==> config.mk <==
export PLATFORM = sky130hd
export DESIGN_NAME = decimals_select
export DESIGN_NICKNAME = d
export VERILOG_FILES = /design/src/rtl/decimals_select.sv
export SDC_FILE = /design/constraint.sdc
export NUM_CORES = 1
export LEC_CHECK = 0
export ABC_AREA = 0
export BUFFER_PORTS_ARGS = -buffer_cell sky130_fd_sc_hd__buf_2
export CORE_ASPECT_RATIO = 1.2
export CORE_MARGIN = 2
export CORE_UTILIZATION = 60
export DETAILED_ROUTE_END_ITERATION = 12
export PLACE_DENSITY = 0.77
export SLEW_MARGIN = 40
export SYNTH_ARGS = -nofsm -noshare
export SYNTH_HDL_FRONTEND = slang
export SYNTH_SLANG_ARGS = --single-unit
==> constraint.sdc <==
create_clock -name clk -period 3.45 [get_ports clk]
set_input_delay 0 -clock clk [delete_from_list [all_inputs] [get_ports clk]]
set_output_delay 0 -clock clk [all_outputs]
set_load 0.005 [all_outputs]
==> src/rtl/decimals_select.sv <==
// decimals_select: pushbutton-driven selector for the number of displayed
// decimals. Two raw active-low keys are synchronised, debounced, qualified
// and auto-repeated before driving a saturating 0..MAX_DECIMALS counter.
module decimals_select #(
    parameter int unsigned DEBOUNCE_CYCLES = 500000,
    parameter int unsigned HOLD_CYCLES     = 25000000,
    parameter int unsigned REPEAT_CYCLES   = 10000000,
    parameter int unsigned MAX_DECIMALS    = 5,
    parameter int unsigned RESET_DECIMALS  = 2
) (
    input  logic       clk,
    input  logic       reset_n,
    input  logic       key_up_n,
    input  logic       key_down_n,
    output logic [2:0] decimals,
    output logic       changed
);

    localparam int unsigned DW   = $clog2(DEBOUNCE_CYCLES + 1);
    localparam int unsigned TMAX = (HOLD_CYCLES > REPEAT_CYCLES) ? HOLD_CYCLES : REPEAT_CYCLES;
    localparam int unsigned TW   = $clog2(TMAX + 1);

    localparam logic [DW-1:0] DB_LAST     = DW'(DEBOUNCE_CYCLES - 1);
    localparam logic [TW-1:0] HOLD_LAST   = TW'(HOLD_CYCLES - 1);
    localparam logic [TW-1:0] REPEAT_LAST = TW'(REPEAT_CYCLES - 1);
    localparam logic [2:0]    MAX_VAL     = 3'(MAX_DECIMALS);
    localparam logic [2:0]    RST_VAL     = 3'(RESET_DECIMALS);

    typedef enum logic [1:0] {
        S_IDLE,
        S_HOLD,
        S_REPEAT
    } state_t;

    // Bit 0 = up key, bit 1 = down key; all levels are 1 = pressed.
    logic [1:0]    r_sync1;
    logic [1:0]    r_sync2;
    logic [1:0]    r_deb;
    logic [DW-1:0] r_db_cnt [2];

    state_t        r_state;
    state_t        w_state_nxt;
    logic          r_dir;          // latched direction, 1 = down
    logic          w_dir_nxt;
    logic [TW-1:0] r_timer;
    logic [TW-1:0] w_timer_nxt;
    logic          w_step;
    logic          w_step_dn;

    logic          w_single;
    logic          w_cur_dn;
    logic          w_keep;

    assign w_single = r_deb[0] ^ r_deb[1];
    assign w_cur_dn = r_deb[1];
    assign w_keep   = w_single && (w_cur_dn == r_dir);

    // Two-flop synchroniser with inversion to active-high pressed levels.
    always_ff @(posedge clk or negedge reset_n) begin
        if (!reset_n) begin
            r_sync1 <= '0;
            r_sync2 <= '0;
        end else begin
            r_sync1 <= ~{key_down_n, key_up_n};
            r_sync2 <= r_sync1;
        end
    end

    // Per-key debouncer: level changes only after a run of disagreeing samples.
    always_ff @(posedge clk or negedge reset_n) begin
        if (!reset_n) begin
            r_deb <= '0;
            for (int unsigned k = 0; k < 2; k++) begin
                r_db_cnt[k] <= '0;
            end
        end else begin
            for (int unsigned k = 0; k < 2; k++) begin
                if (r_sync2[k] == r_deb[k]) begin
                    r_db_cnt[k] <= '0;
                end else if (r_db_cnt[k] == DB_LAST) begin
                    r_deb[k]    <= r_sync2[k];
                    r_db_cnt[k] <= '0;
                end else begin
                    r_db_cnt[k] <= r_db_cnt[k] + 1'b1;
                end
            end
        end
    end

    // Repeat FSM state, direction and timer registers.
    always_ff @(posedge clk or negedge reset_n) begin
        if (!reset_n) begin
            r_state <= S_IDLE;
            r_dir   <= 1'b0;
            r_timer <= '0;
        end else begin
            r_state <= w_state_nxt;
            r_dir   <= w_dir_nxt;
            r_timer <= w_timer_nxt;
        end
    end

    // Repeat FSM next-state and step generation.
    always_comb begin
        w_state_nxt = r_state;
        w_dir_nxt   = r_dir;
        w_timer_nxt = r_timer;
        w_step      = 1'b0;
        w_step_dn   = r_dir;
        case (r_state)
            S_IDLE: begin
                if (w_single) begin
                    w_step      = 1'b1;
                    w_step_dn   = w_cur_dn;
                    w_dir_nxt   = w_cur_dn;
                    w_timer_nxt = '0;
                    w_state_nxt = S_HOLD;
                end
            end
            S_HOLD: begin
                if (!w_keep) begin
                    w_timer_nxt = '0;
                    w_state_nxt = S_IDLE;
                end else if (r_timer == HOLD_LAST) begin
                    w_step      = 1'b1;
                    w_timer_nxt = '0;
                    w_state_nxt = S_REPEAT;
                end else begin
                    w_timer_nxt = r_timer + 1'b1;
                end
            end
            S_REPEAT: begin
                if (!w_keep) begin
                    w_timer_nxt = '0;
                    w_state_nxt = S_IDLE;
                end else if (r_timer == REPEAT_LAST) begin
                    w_step      = 1'b1;
                    w_timer_nxt = '0;
                end else begin
                    w_timer_nxt = r_timer + 1'b1;
                end
            end
            default: begin
                w_timer_nxt = '0;
                w_state_nxt = S_IDLE;
            end
        endcase
    end

    // Saturating decimals counter with a one-cycle change pulse.
    always_ff @(posedge clk or negedge reset_n) begin
        if (!reset_n) begin
            decimals <= RST_VAL;
            changed  <= 1'b0;
        end else begin
            changed <= 1'b0;
            if (w_step) begin
                if (w_step_dn && (decimals != 3'd0)) begin
                    decimals <= decimals - 3'd1;
                    changed  <= 1'b1;
                end else if (!w_step_dn && (decimals != MAX_VAL)) begin
                    decimals <= decimals + 3'd1;
                    changed  <= 1'b1;
                end
            end
        end
    end

endmodule
# Word level (Yosys, flattened, before mapping)
# Cells that the tools add are included.
# word_totals
register_bits	76
input_bits	4
wordCells	72
# op_classes
add_sub_neg	5
eq_ne	13
mux	28
n_bitwise	4
reduce_logical	11
# op_table
cell	count
2-to-1 mux 25 bit	5
2-to-1 mux 19 bit	4
one-hot mux 25 bit (3 select lines)	1
adder 19 x 1 -> 19 bit (second input constant)	2
== test 19 bit (second input constant)	2
adder 25 x 1 -> 25 bit (second input constant)	1
== test 25 x 24 -> 1 bit (second input constant)	1
== test 25 bit (second input constant)	1
2-to-1 mux 1 bit	10
2-to-1 mux 2 bit	4
2-to-1 mux 3 bit	2
!= test 3 bit (second input constant)	2
one-hot mux 2 bit (3 select lines)	1
AND reduction 2 bit	3
!= test 2 bit (second input constant)	2
adder 3 x 1 -> 3 bit (second input constant)	1
== test 1 bit	3
logical AND 1 bit	3
one-hot mux 1 bit (3 select lines)	1
AND reduction 3 bit	1
nonzero test 3 bit	1
subtractor 3 x 1 -> 3 bit (second input constant)	1
== test 2 x 1 -> 1 bit (second input constant)	1
== test 2 bit (second input constant)	1
6 further kinds	7

# Logic depth before layout (Yosys ltp)
# Gate-level depths: netlist (run 1).
# logic_depth
depth_word	8
depth_mapped	12
depth_no_buf	11

# Worst setup path after synthesis (run 1)
# No wires, ideal clock.
# synth_path
kind	reg2reg
start	register r_state[0]
end	register decimals[2]
setup_time_ns	0.083
arrival_ns	2.547
required_ns	3.367
slack_ns	0.820
stages_incl_launch_ff	13
n_path_buf	1
cell_sequence	dfrtp_1 inv_1 ha_1 clkbuf_8 a21oi_1 a2bb2oi_2 or2_2 fa_1 inv_1 or4_1 a31oi_1 a311oi_1 o22ai_1
# synth_via
elab_chain_len	6
# synth_rtl
item	line_no	source
start, declared	41	state_t r_state;
start signal, assigned	97	r_state <= w_state_nxt;
logical NOT 2 bit	110	case (r_state)
2-to-1 mux 1 bit	--	
logical NOT 1 bit	161	end else if (!w_step_dn && (decimals != MAX_VAL)) begin
logical AND 1 bit	161	
nonzero test 2 bit (no line)	--	
AND reduction 2 bit (no line)	--	
end signal, assigned	159	decimals <= decimals - 3'd1;
end signal, assigned	162	decimals <= decimals + 3'd1;
end, declared	15	output logic [2:0] decimals,
# Parallel ways exist; a longest one is shown, timed or not.
# A chain may end at the register's enable or synchronous reset.

# Worst setup path in the final report (run 1)
# Same ends and word-level chain as after synthesis.

==> flow_summary.yaml, run 1 <==
status:
  status: "finished clean"
synth:
  synth_area_leaders: "dfrtp_1 44%, xnor2_1 6.6%, xor2_1 4.7%"
  synth_top_cell_by_area: "dfrtp_1"
  synth_nets: 447
  ys_warn_count: 0
  synth-seq-area-share: 0.446
  synth_ff_type: "dfrtp_1"
  synth_top_area_frac: 0.440
  async_flop_share: 1.00
  syn_avg_cell_area_um2: 9.83
  syn-cell-area_um2: 4260
  synth_edf_count: 0
  synthDistinctLibCells: 66
  ys_ff_latch: 76
  synthCells: 434
clocking:
  cts.repair.resized: 0
  cts.htree.levels: 3
  post_cts_buffers: 0
  cts_buffers: 9
  root_buffer: "clkbuf_8"
  cts_buffer_depth: 2
  clk_pin_slew_ns: 0.08
  clock_latency_ns: 0.35
  cts_tree: "yes"
  cts.sinks: 76
  holdBufCountCts: 3
die:
  io_pins: 8
  core-area_um2: 6850
  die_h_um: 96.3
  initial_utilization: 0.622
  chipWidth_um: 81.0
  row_count: 33
  dieArea_um2: 7800
placed_design:
  routabilityCongestion: 0.804
  hpwlAfterDp_mm: 5.32
  dp.cells: 514
  io_buffers: 7
detailed_routing:
  vias: 3120
  drc_errors: 0
  drt_iter0_drc: 173
  wl_mm: 7.85
  antenna_left: 0
  viasPerCell: 5.85
  firstDrtPassIters: 4
  wl_per_cell_um: 14.7
pwr:
  cellPowerDensity_nw_per_um2: 388
  leakage_nw: 1.89
  peakVddDrop_uv: 258
sta:
  finalMaxSlewViolations: 0
  finalSetupViolations: 0
  fmax_ghz: 0.340
  max_slew_margin: 0.527
  fin_crit_sh: 0.851
  hold_viol: 0
  min_period_ns: 2.94
  rsz0062_at_grt: "false"
  fin_setup_tns_ns: 0
  worst_pin_slew_ns: 0.708
  skew_ns: 0.0110
cells_and_area:
  seqCellArea_um2: 1900
  n_antenna_cell: 0
  drive_gt1_frac: 0.114
  final_common_cell: "dfrtp_1"
  nets: 454
  multi_input_area_um2: 2180
  final_cells: 533
  final_cell_mix: "75 x dfrtp_1, 52 x nor2_1, 35 x nand2_1"
  fill_cells: 522
  syn_to_final_growth_pct: 7.78
setup_path:
  required_ns: 3.68
  cp-end-kind: "register"
  arrival_ns: 3.17
  path_max_fanout: 10
  worst-setup-path-type: "register to register"
  cp-start-kind: "register"
global_route:
  antenna_found_initial: 0
  grt_use_total: 0.233
  grt_max_degree: 77
  grt_pass1_vias: 3163
  grt-ovfl-total: 0
  grt_pass1_wl_mm: 14.0
hold_path:
  hold_path.class: "input pin to asynchronous set/reset pin"
flow_run:
  drv_cap: 0
[kinds of logic after synthesis]
family,share of synthesized area
and+or+nand+nor,0.251
muxes,0.0103
adders and majority gates,0.0282
xor gates and xnor gates,0.119
DFF,0.446
buffers and inverters,0.0434
AOI/OAI and AO/OA,0.101
[per-layer routing]
metal / vias to the layer above / GRT usage / share of wire
met5: - / 0 / 0
met2: 65 / 0.413 / 0.51
met3: 13 / 0.0488 / 0.035
met4: 0 / 0.0946 / 0.017
met1: 1505 / 0.274 / 0.44
li1: 1537 / - / -
[cell usage after synthesis, types with 3 or more instances]
| master | count |
|---|---|
| o221ai_1 | 5 |
| ha_1 | 8 |
| dfrtp_1 | 75 |
| nor4bb_1 | 6 |
| nor3_1 | 14 |
| a21oi_1 | 24 |
| nand2_1 | 35 |
| nand3_1 | 27 |
| clkbuf_1 | 4 |
| mux2_2 | 3 |
| xnor2_1 | 32 |
| nor4_1 | 6 |
| nor2b_1 | 6 |
| and2_1 | 4 |
| or3_1 | 5 |
| or2_2 | 3 |
| xor2_1 | 23 |
| and4_1 | 6 |
| nor2_1 | 52 |
| inv_1 | 20 |
| nand4_1 | 13 |
| clkbuf_8 | 3 |
| buf_2 | 4 |
| a211oi_1 | 4 |
[sequential cells by signal, indices dropped and copies added (netlist names)]
name	flops
changed	1
r_sync1	2
r_timer	25
r_state	2
decimals	3
r_dir	1
r_db_cnt	38
r_deb	2
r_sync2	2
[power by group]
group          leakage, nW  total, mW  switching (mW)  internal (mW)
Sequential            1.04      0.905         0.00720          0.898
Clock                0.124      0.839           0.335          0.505
Combinational        0.717     0.0406          0.0293         0.0113
[layout make-up]
class,instances,area share
clock buffers,11,0.0308
clock inverters,5,0.0234
inverters,20,0.0163
multi-input cells,323,0.475
flip-flops and latches,76,0.414
well taps,87,0.0237
repair buffers,11,0.0172
[worst paths after layout]
check | slack [ns] | cells after the start | startpoint | end
setup reg to reg | 0.51 | 11 | r_state[0] | decimals[2]
hold reg to reg | 0.35 | 0 | r_sync1[0] | r_sync2[0]
min in group clk | 0.31 | 3 | key_down_n | r_sync1[1]
max in group asynchronous | 2.74 | 2 | reset_n | r_timer[6]
setup / recovery | 0.51 | 11 | r_state[0] | decimals[2]
hold / removal | 0.22 | 2 | reset_n | r_db_cnt[15]
[worst max-delay path, stage by stage, from the launching register on]
cell and delay (ns):
dfrtp_1 0.41, inv_1 0.12, ha_1 0.39, a21oi_1 0.18
a2bb2oi_2 0.21, or2_2 0.33, fa_1 0.39, inv_1 0.17
or4_1 0.16, nand3_1 0.09, a311oi_1 0.29, o22ai_1 0.10
[stage by stage]
step	util	total power [mW]	hold slack (ns)	worst slack [ns]	instance area (um2)
3_3_place_gp	0.629	0.961	0.144	0.685	4310
2_1_floorplan	-	0.939	-0.296	0.820	4260
6_report	0.671	1.79	0.217	0.513	4600
3_5_place_dp	0.629	0.963	0.0706	0.548	4310
4_1_cts	0.670	1.81	0.250	0.533	4590
5_1_grt	0.671	1.86	0.295	0.162	4600
Note: power is estimated with default switching activity, not from simulation.
==> inputs of run 2 (changes only) <==
--- a/config.mk
+++ b/config.mk
@@ -9,9 +9,10 @@
 export BUFFER_PORTS_ARGS = -buffer_cell sky130_fd_sc_hd__buf_2
 export CORE_ASPECT_RATIO = 1.2
 export CORE_MARGIN = 2
-export CORE_UTILIZATION = 60
+export CORE_UTILIZATION = 50
+export CTS_CLUSTER_DIAMETER = 60
 export DETAILED_ROUTE_END_ITERATION = 12
-export PLACE_DENSITY = 0.77
+export PLACE_DENSITY = 0.66
 export SLEW_MARGIN = 40
 export SYNTH_ARGS = -nofsm -noshare
 export SYNTH_HDL_FRONTEND = slang
==> flow_summary.yaml, run 2 (synthesis results as in run 1) <==
status:
  status: "finished clean"
cells_and_area:
  reg.largest.list: "r_db_cnt x38, r_timer x25, decimals x3"
  final_cells: 560
  drive_gt1_frac: 0.114
  n_antenna_cell: 0
  largest-register: "r_db_cnt"
  largest_reg_flops: 38
  nets: 454
  final_cell_mix: "75 x dfrtp_1, 52 x nor2_1, 35 x nand2_1"
  final_common_cell: "dfrtp_1"
  syn_to_final_growth_pct: 7.78
setup_path:
  cpMaxStageDelayCell: "or4_1"
  path_max_fanout: 10
  crit_buf_inv: 2
  rrSetupSlack_ns: 0.42
  rr_worst_depth: 11
  arrival_ns: 3.31
  cpPeakStageDelay_ns: 0.50
  crit_family: "compound AO/OA/AOI/OAI gates"
  crit_chain: "inv_1, ha_1, a21oi_1, a2bb2oi_2, or2_2, fa_1, inv_1, or4_1, a31oi_1, a311oi_1, o22ai_1"
  r2r_start: "r_state[0]"
  cp_common_cell: "inv_1"
  worst-setup-path-type: "register to register"
  required_ns: 3.73
  cp-end-kind: "register"
  r2r-end: "decimals[2]"
  cp-start-kind: "register"
  crit_start: "r_state[0]"
die:
  initial_utilization: 0.520
  row_count: 36
  dieArea_um2: 9290
  chipWidth_um: 88.3
  die_h_um: 105
  core-area_um2: 8200
  io_pins: 8
clocking:
  cts_buffer_depth: 2
  cts_tree: "yes"
  post_cts_buffers: 0
  clock_latency_ns: 0.36
  holdBufCountCts: 3
  cts.htree.levels: 3
  root_buffer: "clkbuf_8"
  clk_pin_slew_ns: 0.09
  cts_buffers: 9
  cts.sinks: 76
  cts.repair.resized: 0
flow_run:
  drv_cap: 0
pwr:
  power.internal_mw: 1.32
  clkPwrFrac: 0.441
  p_comb_frac: 0.024
  power.total_mw: 1.69
  p_seq_frac: 0.535
  peakVddDrop_uv: 211
  leakage_nw: 1.87
  cellPowerDensity_nw_per_um2: 368
  p_sw_mw: 0.374
  switching_share: 0.221
sta:
  finalSetupViolations: 0
  max_slew_margin: 0.538
  skew_ns: 0.0111
  fmax_ghz: 0.330
  worst_pin_slew_ns: 0.673
  fin_crit_sh: 0.878
  min_period_ns: 3.03
  fin_setup_tns_ns: 0
  finalMaxSlewViolations: 0
  hold_viol: 0
  rsz0062_at_grt: "false"
hold_path:
  hold_path.class: "input pin to asynchronous set/reset pin"
global_route:
  grt_pass1_wl_mm: 14.0
  grt-ovfl-total: 0
  grt_use_total: 0.192
  grt_pass1_vias: 3062
  antenna_found_initial: 0
  grt_max_degree: 77
detailed_routing:
  viasPerCell: 5.43
  firstDrtPassIters: 4
  vias: 3043
  drc_errors: 0
  wl_mm: 8.04
  antenna_left: 0
  drt_iter0_drc: 126
  wl_per_cell_um: 14.4
placed_design:
  routabilityCongestion: 0.820
  io_buffers: 7
  hpwlAfterDp_mm: 5.47
  dp.cells: 541
## run 2: cell types whose count changed in the layout (fill, tap and decap cells not counted), sizes merged
cell | previous run | this run
bufinv | 3 | 2
clkbuf | 11 | 10
clkinv | 1 | 3
## run 2: worst max-delay path by stage
stage	endpoint	slack, ns	depth (start not counted)
6_report	decimals[2]	0.42	11
3_3_place_gp	decimals[2]	0.67	11
2_1_floorplan	decimals[2]	0.82	12
3_5_place_dp	decimals[2]	0.53	11
5_1_grt	decimals[2]	0.22	11
4_1_cts	decimals[2]	0.48	11
## run 2: power groups by stage
stage / clock [mW] / sequential, mW / combinational [mW]
after floorplan: 0 / 0.922 / 0.0178
after global placement: 0 / 0.922 / 0.0392
after detailed placement: 0 / 0.923 / 0.0403
after CTS: 0.763 / 0.905 / 0.0430
after global routing: 0.815 / 0.907 / 0.0492
final: 0.746 / 0.905 / 0.0407
## run 2: final cells by class
class                      instances  area [um2]
tap                              114         143
timing repair buffer              11        78.8
clock buffer                      10         128
sequential                        76        1900
multi-input combinational        323        2180
inverter                          20        75.1
clock inverter                     6        87.6
fill                             754        3600
## run 2: routing by layer
| metal | vias to the layer above | global-route usage | share of wire |
|---|---|---|---|
| met5 | - | 0 | 0 |
| met4 | 0 | 0.0790 | 0.018 |
| met3 | 13 | 0.0450 | 0.026 |
| met2 | 32 | 0.321 | 0.51 |
| met1 | 1466 | 0.233 | 0.45 |
| li1 | 1532 | - | - |
## run 2: stage by stage
stage,area (um2),setup slack [ns],hold WS (ns),utilization
finish,4600,0.419,0.208,0.561
global route,4600,0.225,0.293,0.561
CTS,4590,0.484,0.256,0.560
detailed placement,4350,0.525,0.0746,0.530
global placement,4340,0.670,0.151,0.530
floorplan,4260,0.820,-0.296,-
